===== src/rtl/m_clk_div_pkg.sv =====
// Shared types and defaults for the glitch-free programmable clock divider.
package m_clk_div_pkg;

    localparam int unsigned DIV_W_DEFAULT = 8;

    typedef enum logic [1:0] {
        StIdle,
        StRun,
        StDrain
    } state_e;

endpackage


===== src/rtl/m_clk_div.sv =====
// Programmable glitch-free clock divider with polarity select; config changes
// are staged in a shadow register and applied only at period boundaries.
module m_clk_div
    import m_clk_div_pkg::*;
#(
    parameter int unsigned DIV_W = DIV_W_DEFAULT
) (
    input  logic             clk,
    input  logic             rst,
    input  logic             en,
    input  logic             cfg_valid,
    output logic             cfg_ready,
    input  logic [DIV_W-1:0] cfg_half,
    input  logic             cfg_inv,
    output logic             div_clk,
    output logic             inv_sel,
    output logic             rise_stb,
    output logic             fall_stb,
    output logic             running
);

    state_e             state_q, state_d;
    logic [DIV_W-1:0]   cnt_q, cnt_d;
    logic [DIV_W-1:0]   half_q, half_d;
    logic               div_q, div_d;
    logic               inv_q, inv_d;
    logic [DIV_W-1:0]   pend_half_q, pend_half_d;
    logic               pend_inv_q, pend_inv_d;
    logic               pend_v_q, pend_v_d;
    logic               rise_q, rise_d;
    logic               fall_q, fall_d;
    logic               xfer;
    logic               boundary;
    logic               xclk_q, xclk_d;

    assign xfer     = cfg_valid && !pend_v_q;
    assign boundary = (cnt_q == half_q);

    always_comb begin
        state_d     = state_q;
        cnt_d       = cnt_q;
        half_d      = half_q;
        div_d       = div_q;
        inv_d       = inv_q;
        pend_half_d = pend_half_q;
        pend_inv_d  = pend_inv_q;
        pend_v_d    = pend_v_q;

        unique case (state_q)
            StIdle: begin
                div_d = 1'b0;
                cnt_d = '0;
                if (pend_v_q) begin
                    half_d   = pend_half_q;
                    inv_d    = pend_inv_q;
                    pend_v_d = 1'b0;
                end
                if (en) begin
                    state_d = StRun;
                    div_d   = 1'b1;
                end
            end
            StRun, StDrain: begin
                if (state_q == StRun && !en) begin
                    state_d = StDrain;
                end else if (state_q == StDrain && en) begin
                    state_d = StRun;
                end

                if (!boundary) begin
                    cnt_d = cnt_q + DIV_W'(1);
                end else begin
                    cnt_d = '0;
                    if (div_q) begin
                        div_d = 1'b0;
                    end else if (state_q == StDrain && !en) begin
                        // Low phase already complete: stop without a new edge.
                        state_d = StIdle;
                    end else if (pend_v_q) begin
                        half_d   = pend_half_q;
                        pend_v_d = 1'b0;
                        // A polarity flip supplies this edge instead of div_clk.
                        if (pend_inv_q != inv_q) begin
                            inv_d = pend_inv_q;
                        end else begin
                            div_d = 1'b1;
                        end
                    end else begin
                        div_d = 1'b1;
                    end
                end
            end
            default: state_d = StIdle;
        endcase

        // Transfers only happen while the shadow is empty, so they never race an apply.
        if (xfer) begin
            pend_half_d = cfg_half;
            pend_inv_d  = cfg_inv;
            pend_v_d    = 1'b1;
        end
    end

    assign xclk_q = div_q ^ inv_q;
    assign xclk_d = div_d ^ inv_d;
    assign rise_d = xclk_d & ~xclk_q;
    assign fall_d = ~xclk_d & xclk_q;

    always_ff @(posedge clk or posedge rst) begin
        if (rst) begin
            state_q     <= StIdle;
            cnt_q       <= '0;
            half_q      <= '0;
            div_q       <= 1'b0;
            inv_q       <= 1'b0;
            pend_half_q <= '0;
            pend_inv_q  <= 1'b0;
            pend_v_q    <= 1'b0;
            rise_q      <= 1'b0;
            fall_q      <= 1'b0;
        end else begin
            state_q     <= state_d;
            cnt_q       <= cnt_d;
            half_q      <= half_d;
            div_q       <= div_d;
            inv_q       <= inv_d;
            pend_half_q <= pend_half_d;
            pend_inv_q  <= pend_inv_d;
            pend_v_q    <= pend_v_d;
            rise_q      <= rise_d;
            fall_q      <= fall_d;
        end
    end

    assign cfg_ready = !pend_v_q;
    assign div_clk   = div_q;
    assign inv_sel   = inv_q;
    assign rise_stb  = rise_q;
    assign fall_stb  = fall_q;
    assign running   = (state_q != StIdle);

endmodule


===== config.mk =====
export PLATFORM = sky130hd
export DESIGN_NAME = m_clk_div
export DESIGN_NICKNAME = d
export VERILOG_FILES = /design/src/rtl/m_clk_div_pkg.sv /design/src/rtl/m_clk_div.sv
export SDC_FILE = /design/constraint.sdc
export NUM_CORES = 1
export LEC_CHECK = 0
export CAP_MARGIN = 20
export CORE_ASPECT_RATIO = 1.75
export CORE_UTILIZATION = 52
export CTS_BUF_LIST = sky130_fd_sc_hd__clkbuf_4
export DETAILED_ROUTE_END_ITERATION = 10
export HOLD_SLACK_MARGIN = 0.08
export PLACE_DENSITY = 0.78
export SETUP_SLACK_MARGIN = 0.15
export SYNTH_ARGS = -nofsm -noshare
export SYNTH_HDL_FRONTEND = slang
export SYNTH_SLANG_ARGS = --single-unit

===== constraint.sdc =====
create_clock -name clk -period 1.7 [get_ports clk]
set_input_delay 0.17 -clock clk [delete_from_list [all_inputs] [get_ports clk]]
set_output_delay 0.17 -clock clk [all_outputs]
set_load 0.02 [all_outputs]

==> run summary, run 1 <==
First-pass GRT wire length: 5910 microns
Fin. Hold Viols: 0
Final min period: 1.86 ns
RSZ-0062 raised after global routing: true
Remaining routing DRC violations: 1
Slew HR: 0.734
Io pins: 19
#FFs+latches synth: 32
Crit path required time: 1.99 ns
Hold buffers post-CTS: 0
Peak supply drop: 1.11 mV
Core box area: 2930 sq um
Post-route cell area: 2290 sq um
Slew Limit Fails: 0
CTS Buffer Depth: 2
Final period utilization: 1.10
Placer Congestion: 0.954
Commonest cells after routing, fill and taps aside: dfrtp_1, buf_4, clkdlybuf4s50_1
Total Nets Final: 211
Ant. Diodes: 0
Distinct cells, synth: 33
Most common cell after layout, fill and taps aside: dfrtp_1
Final Power: 4.30 mW
Cells on worst reg2reg path: 8
Capture point of the worst reg-to-reg path: rise_stb$_DFF_PP0_
Total CTS buffers: 5
Die X: 44.1 microns
Vias: 1287
Max Cap Viol: 0
Layout fillers: 188
Die Span Y: 75.6 microns
Cells after synthesis: 141
Initial antenna violation count: 0
Reg area: 805 sq um
Worst Skew: 0.0183 ns
WL/cell: 18.3 microns
Avg Vias per Cell: 5.82
Gr ovfl total: 0
Global Route Usage Sum: 0.254
Clock slew at reported path FFs: 0.11 ns
CP startpoint kind: register
Final setup violation count: 10
Crit path kind: reg -> reg
PwrDens: 1880 nW/um^2
Leak: 1.05 nW
Vias in the first global route: 1326
Drt pass-1 iters: 7
Status: finished with violations
Worst min path class: in -> async
Worst reg2reg path startpoint: state_q[1]$_DFFE_PP0P_
Antenna-violating nets left: 0
CTS tree: done
R2R Setup Slk: -0.16 ns
Critical path arrival: 2.15 ns
Post-Syn Area: 1610 sq um
Placed cell area: 1980 sq um
CTS Sinks: 32
# rows: 26
Syn Nets: 159
Syn. warnings: 0
Clock Tree Root: clkbuf_4
# port buffers: 18
Drt total wl: 4040 microns
Die footprint: 3330 sq um
Largest area contributor in the synthesized netlist: dfrtp_1
Max Clk Rate: 537 MHz
Footprint of the multi-input gates: 970 sq um
Largest net degree at the start of global routing: 33
Clock Latency Late Sink: 0.34 ns
DRT iter0 DRCs: 63
Yosys top cell area share: 0.498
Crit end category: register
Mean Syn Cell Area: 11.4 sq um
Tightest Pin Transition: 0.399 ns
Synth top area cells: dfrtp_1, mux2_2, xnor2_1, ha_1, nor2_1
H-tree Lvls: 2
Share of cells above drive strength 1: 0.456
DP HPWL: 2610 microns
Failing checks: design-rule violations, negative setup slack
P&R area growth vs syn: 42.4%
Worst-path maximum fanout: 5
Starting density of the core: 0.550
Setup ws final: -0.163 ns
Sequential fraction of the synthesis area: 0.498
## logic make-up after synthesis
family | synth area share
multiplexers | 0.131
buffers and inverters | 0.0210
flip-flops | 0.498
adder cells (fa/ha/maj) | 0.0389
XOR/XNOR | 0.0871
AND/OR/NAND/NOR | 0.126
AO/OA/AOI/OAI | 0.0980
## Yosys cell counts
cell type / count
ha_1: 5
xnor2_1: 12
o21ai_1: 2
and4_4: 1
a31oi_1: 1
o31ai_1: 3
a21o_1: 3
nor3b_2: 1
o21ai_4: 1
nand2_2: 1
or3b_2: 1
and2_1: 1
a32oi_1: 1
nand4_1: 2
o31a_1: 1
o221ai_2: 1
nor2_4: 1
mux2_2: 17
dfrtp_1: 32
o211ai_1: 1
mux2i_1: 2
clkbuf_1: 2
nand2b_1: 2
nor2b_1: 2
nand3_1: 4
nand2_1: 6
xor2_1: 4
o21ai_0: 4
nor3_1: 1
and4_1: 1
nor2_1: 14
a21oi_1: 4
inv_1: 7
## area by class of cell
cell class | count | area share
multi-input cells | 100 | 0.423
flip-flops and latches | 32 | 0.351
repair buffers | 47 | 0.175
clock buffers | 6 | 0.0197
well taps | 28 | 0.0153
inverters | 7 | 0.0137
clock inverters | 1 | 0.00218
## flip-flops by register name, summed over array words and instances (netlist names)
name	flops
half_q	8
inv_sel	1
pend_inv_q	1
fall_stb	1
state_q	2
div_clk	1
pend_half_q	8
rise_stb	1
cnt_q	8
pend_v_q	1
## critical path, stage by stage, from the launching register on
cell and delay (ns):
dfrtp_2 0.48, ha_4 0.20, nand2b_4 0.07, buf_4 0.12
nand3_4 0.09, o31ai_1 0.29, a21o_1 0.23, xor2_2 0.18
and2_1 0.15
## through the flow
| step | std cells | TNS [ns] | setup WS (ns) | utilization | hold WS, ns |
|---|---|---|---|---|---|
| 2_1_floorplan | 141 | 0 | 0.113 | - | 0.286 |
| 3_3_place_gp | 200 | -0.615 | -0.0986 | 0.676 | 0.487 |
| 3_5_place_dp | 200 | -1.37 | -0.282 | 0.676 | 0.492 |
| 4_1_cts | 215 | -0.104 | -0.0686 | 0.732 | 0.219 |
| 5_1_grt | 221 | -1.51 | -0.228 | 0.782 | 0.248 |
| 6_report | 221 | -0.983 | -0.163 | 0.782 | 0.192 |
## metal layers
metal	part of all wire	track usage	vias to the layer above
met5	0	0	-
met4	0.037	0.168	0
met3	0.030	0.0616	14
met2	0.61	0.487	38
met1	0.33	0.222	648
li1	-	-	587
## worst max path at each step
stage	slack (ns)	depth (start not counted)	to	startpoint
6_report	-0.16	8	rise_stb$_DFF_PP0_	state_q[1]$_DFFE_PP0P_
5_1_grt	-0.23	6	rise_stb$_DFF_PP0_	half_q[7]$_DFFE_PP0P_
4_1_cts	-0.07	8	rise_stb$_DFF_PP0_	state_q[0]$_DFFE_PP0P_
2_1_floorplan	0.11	6	half_q[0]$_DFFE_PP0P_	cnt_q[1]$_DFFE_PP0N_
3_5_place_dp	-0.28	7	rise_stb$_DFF_PP0_	en
3_3_place_gp	-0.1	7	rise_stb$_DFF_PP0_	en
## power breakdown
part	switching, mW	total [mW]	internal, mW	leakage, nW
clock network	0.249	0.417	0.168	0.0315
logic	1.15	2.47	1.32	0.621
registers	0.333	1.42	1.08	0.393
## repair_timing
action	4_1_cts	5_1_grt
gates resized for setup	20	26
cloned	0	0
pin swaps	11	10
hold endpoints to repair	0	0
setup endpoints to repair	23	20
setup buffers	8	6
Power figures use the tool's default switching activity.
==> run 2, diff against run 1 <==
- CTS_CLUSTER_SIZE: default -> 16
- MAX_ROUTING_LAYER: default -> met4
==> run 2 against run 1 <==
- the flow still finishes with violations (design-rule violations, negative setup slack)
- clock skew down 0.0046 ns
- wire length down 3.7%
- hold slack better by 0.0016 ns
- count of clock-buffer cells in the layout unchanged
- total power down 2.0%
- first-iteration DRC count down 70%
- setup slack better by 0.053 ns
- via count down 2.8%
- cell count down 0.90%
- cell area down 1.8%
- global-route usage up 0.72 points
- critical endpoint unchanged
- largest cell class unchanged
- largest power group unchanged
==> run summary, run 2 (synthesis gave the netlist of run 1 again) <==
Setup ws final: -0.110 ns (+0.0531 ns)
Top flop regs: cnt_q: 8 flops, half_q: 8 flops, pend_half_q: 8 flops
CP startpoint kind: register
Routed length on met1: 1220 microns (-7.7%)
Cells on worst reg2reg path: 9 (+1)
Capture point of the worst reg-to-reg path: rise_stb$_DFF_PP0_
Core box area: 2930 sq um (unchanged)
Drt pass-1 iters: 7 (unchanged)
Clock Latency Late Sink: 0.34 ns (about the same)
Clock slew at reported path FFs: 0.10 ns (about the same)
Worst Skew: 0.0136 ns (-0.00462 ns)
Gr ovfl total: 0 (unchanged)
Routed wl met3: 105 microns (-14%)
Leak: 1.04 nW (-0.94%)
# port buffers: 18 (unchanged)
P&R area growth vs syn: 39.8%
Worst-path maximum fanout: 4 (-1)
Fin. Hold Viols: 0 (unchanged)
Max Clk Rate: 553 MHz (+2.9%)
Crit path required time: 1.99 ns (about the same)
P_sw: 1.67 mW (-3.5%)
Comb pwr share: 0.571 (-0.003)
CTS tree: done
Starting density of the core: 0.550 (unchanged)
Internal power: 2.55 mW (-1.0%)
DRT iter0 DRCs: 19 (-70%)
Die Span Y: 75.6 microns (unchanged)
Max Cap Viol: 0 (unchanged)
Switching share of power: 0.396 (-0.00615)
Die footprint: 3330 sq um (unchanged)
DR WL met2: 2390 microns (-2.2%)
CP max stage delay: 0.42 ns (-0.06 ns)
Tightest Pin Transition: 0.393 ns (-0.00683 ns)
Slowest-stage cell, CP: dfrtp_1
Avg Vias per Cell: 5.71 (-1.9%)
Worst min path class: in -> async
# rows: 26 (unchanged)
Setup_tns: -0.754 ns (+0.229 ns)
Highest metal used: met4
Layout fillers: 191 (+1.6%)
Worst slack, placed: -0.282 ns (unchanged)
Most common cell after layout, fill and taps aside: dfrtp_1
Vias in the first global route: 1327 (+0.075%)
Slew HR: 0.738 (+0.00455)
DP HPWL: 2610 microns (unchanged)
WP buf/inv: 2 (+1)
Crit path kind: reg -> reg
Failing checks: design-rule violations, negative setup slack
R2R Setup Slk: -0.11 ns (+0.05 ns)
Post-route insts no fill: 219 (-0.90%)
Drt total wl: 3890 microns (-3.7%)
Largest net degree at the start of global routing: 33 (unchanged)
Die X: 44.1 microns (unchanged)
Placed cell count: 200 (unchanged)
WL/cell: 17.8 microns (-2.9%)
Share of cells above drive strength 1: 0.429 (-0.0266)
H-tree Lvls: 2 (unchanged)
CTS Buffer Depth: 2 (unchanged)
CP top delay family: compound AO/OA/AOI/OAI gates
RSZ-0062 raised after global routing: true
Clock share of power: 0.099 (+0.002)
First-pass GRT wire length: 5900 microns (-0.12%)
Part of the power in registers: 0.330 (about the same)
Placer Congestion: 0.971 (+1.8%)
Final setup violation count: 10 (unchanged)
Slew Limit Fails: 0 (unchanged)
CTS Sinks: 32 (unchanged)
Hold buffers post-CTS: 0 (unchanged)
Total CTS buffers: 5 (unchanged)
Remaining routing DRC violations: 1 (unchanged)
Final min period: 1.81 ns (-0.0531 ns)
Vias: 1251 (-2.8%)
Critical path arrival: 2.10 ns (-0.05 ns)
Worst reg2reg path startpoint: state_q[0]$_DFFE_PP0P_
Global Route Usage Sum: 0.261 (+0.00723)
Crit-path cells: inv_2 > ha_4 > nand2b_4 > buf_4 > nand3_4 > o31ai_1 > a21o_1 > xor2_2 > and2_1
Antenna-violating nets left: 0 (unchanged)
Total Nets Final: 209 (-0.95%)
Io pins: 19 (unchanged)
PwrDens: 1870 nW/um^2 (-0.24%)
Initial antenna violation count: 0 (unchanged)
Clock Tree Root: clkbuf_4
Peak supply drop: 1.10 mV (-0.77%)
Status: finished with violations
Ant. Diodes: 0 (unchanged)
Commonest cells after routing, fill and taps aside: dfrtp_1, buf_4, clkdlybuf4s50_1
Crit end category: register
Final period utilization: 1.06 (-0.0312)
run 2: cell type report:
class                           instances  area (sq um)  area share
Multi-Input combinational cell        100           943       0.419
Inverter                                7          28.8      0.0128
Tap cell                               28          35.0      0.0156
Clock inverter                          1          5.00     0.00222
Sequential cell                        32           803       0.357
Clock buffer                            6          45.0      0.0200
Timing Repair Buffer                   45           389       0.173
run 2: repair_timing:
| action | CTS | global route |
|---|---|---|
| pin swaps | 11 | 6 |
| resized for setup | 20 | 19 |
| buffers inserted | 8 | 4 |
| endpoints found under the setup margin | 23 | 20 |
run 2: worst max path at each step:
stage / from / end / cells after the start
3_3_place_gp: en / rise_stb$_DFF_PP0_ / 7
4_1_cts: state_q[0]$_DFFE_PP0P_ / rise_stb$_DFF_PP0_ / 8
6_report: state_q[0]$_DFFE_PP0P_ / rise_stb$_DFF_PP0_ / 9
2_1_floorplan: cnt_q[1]$_DFFE_PP0N_ / half_q[0]$_DFFE_PP0P_ / 6
5_1_grt: state_q[0]$_DFFE_PP0P_ / rise_stb$_DFF_PP0_ / 8
3_5_place_dp: en / rise_stb$_DFF_PP0_ / 7
run 2: worst reg2reg max path, stage by stage, from the launching register on:
cell,delay [ns]
dfrtp_1,0.42
inv_2,0.10
ha_4,0.18
nand2b_4,0.07
buf_4,0.11
nand3_4,0.09
o31ai_1,0.25
a21o_1,0.21
xor2_2,0.18
and2_1,0.15
run 2: per-stage QoR:
| stage | power (mW) | hold slack (ns) | util | cell area [sq um] |
|---|---|---|---|---|
| after floorplan | 2.65 | 0.286 | - | 1660 |
| after global placement | 3.12 | 0.487 | 0.676 | 1980 |
| after detailed placement | 3.25 | 0.492 | 0.676 | 1980 |
| after CTS | 3.85 | 0.219 | 0.732 | 2140 |
| after global routing | 4.47 | 0.247 | 0.768 | 2250 |
| final | 4.21 | 0.194 | 0.768 | 2250 |
run 2: power by group through the flow:
stage               clock, mW  combinational, mW  sequential, mW
floorplan                   0               1.31            1.34
global placement            0               1.78            1.34
detailed placement          0               1.89            1.36
CTS                     0.421               2.06            1.37
global route            0.458               2.58            1.43
finish                  0.417               2.41            1.39
run 2: metal layers:
layer,track usage,vias up
li1,-,586
met1,0.222,620
met2,0.485,31
met3,0.0616,14
met4,0.168,0
met5,-,-
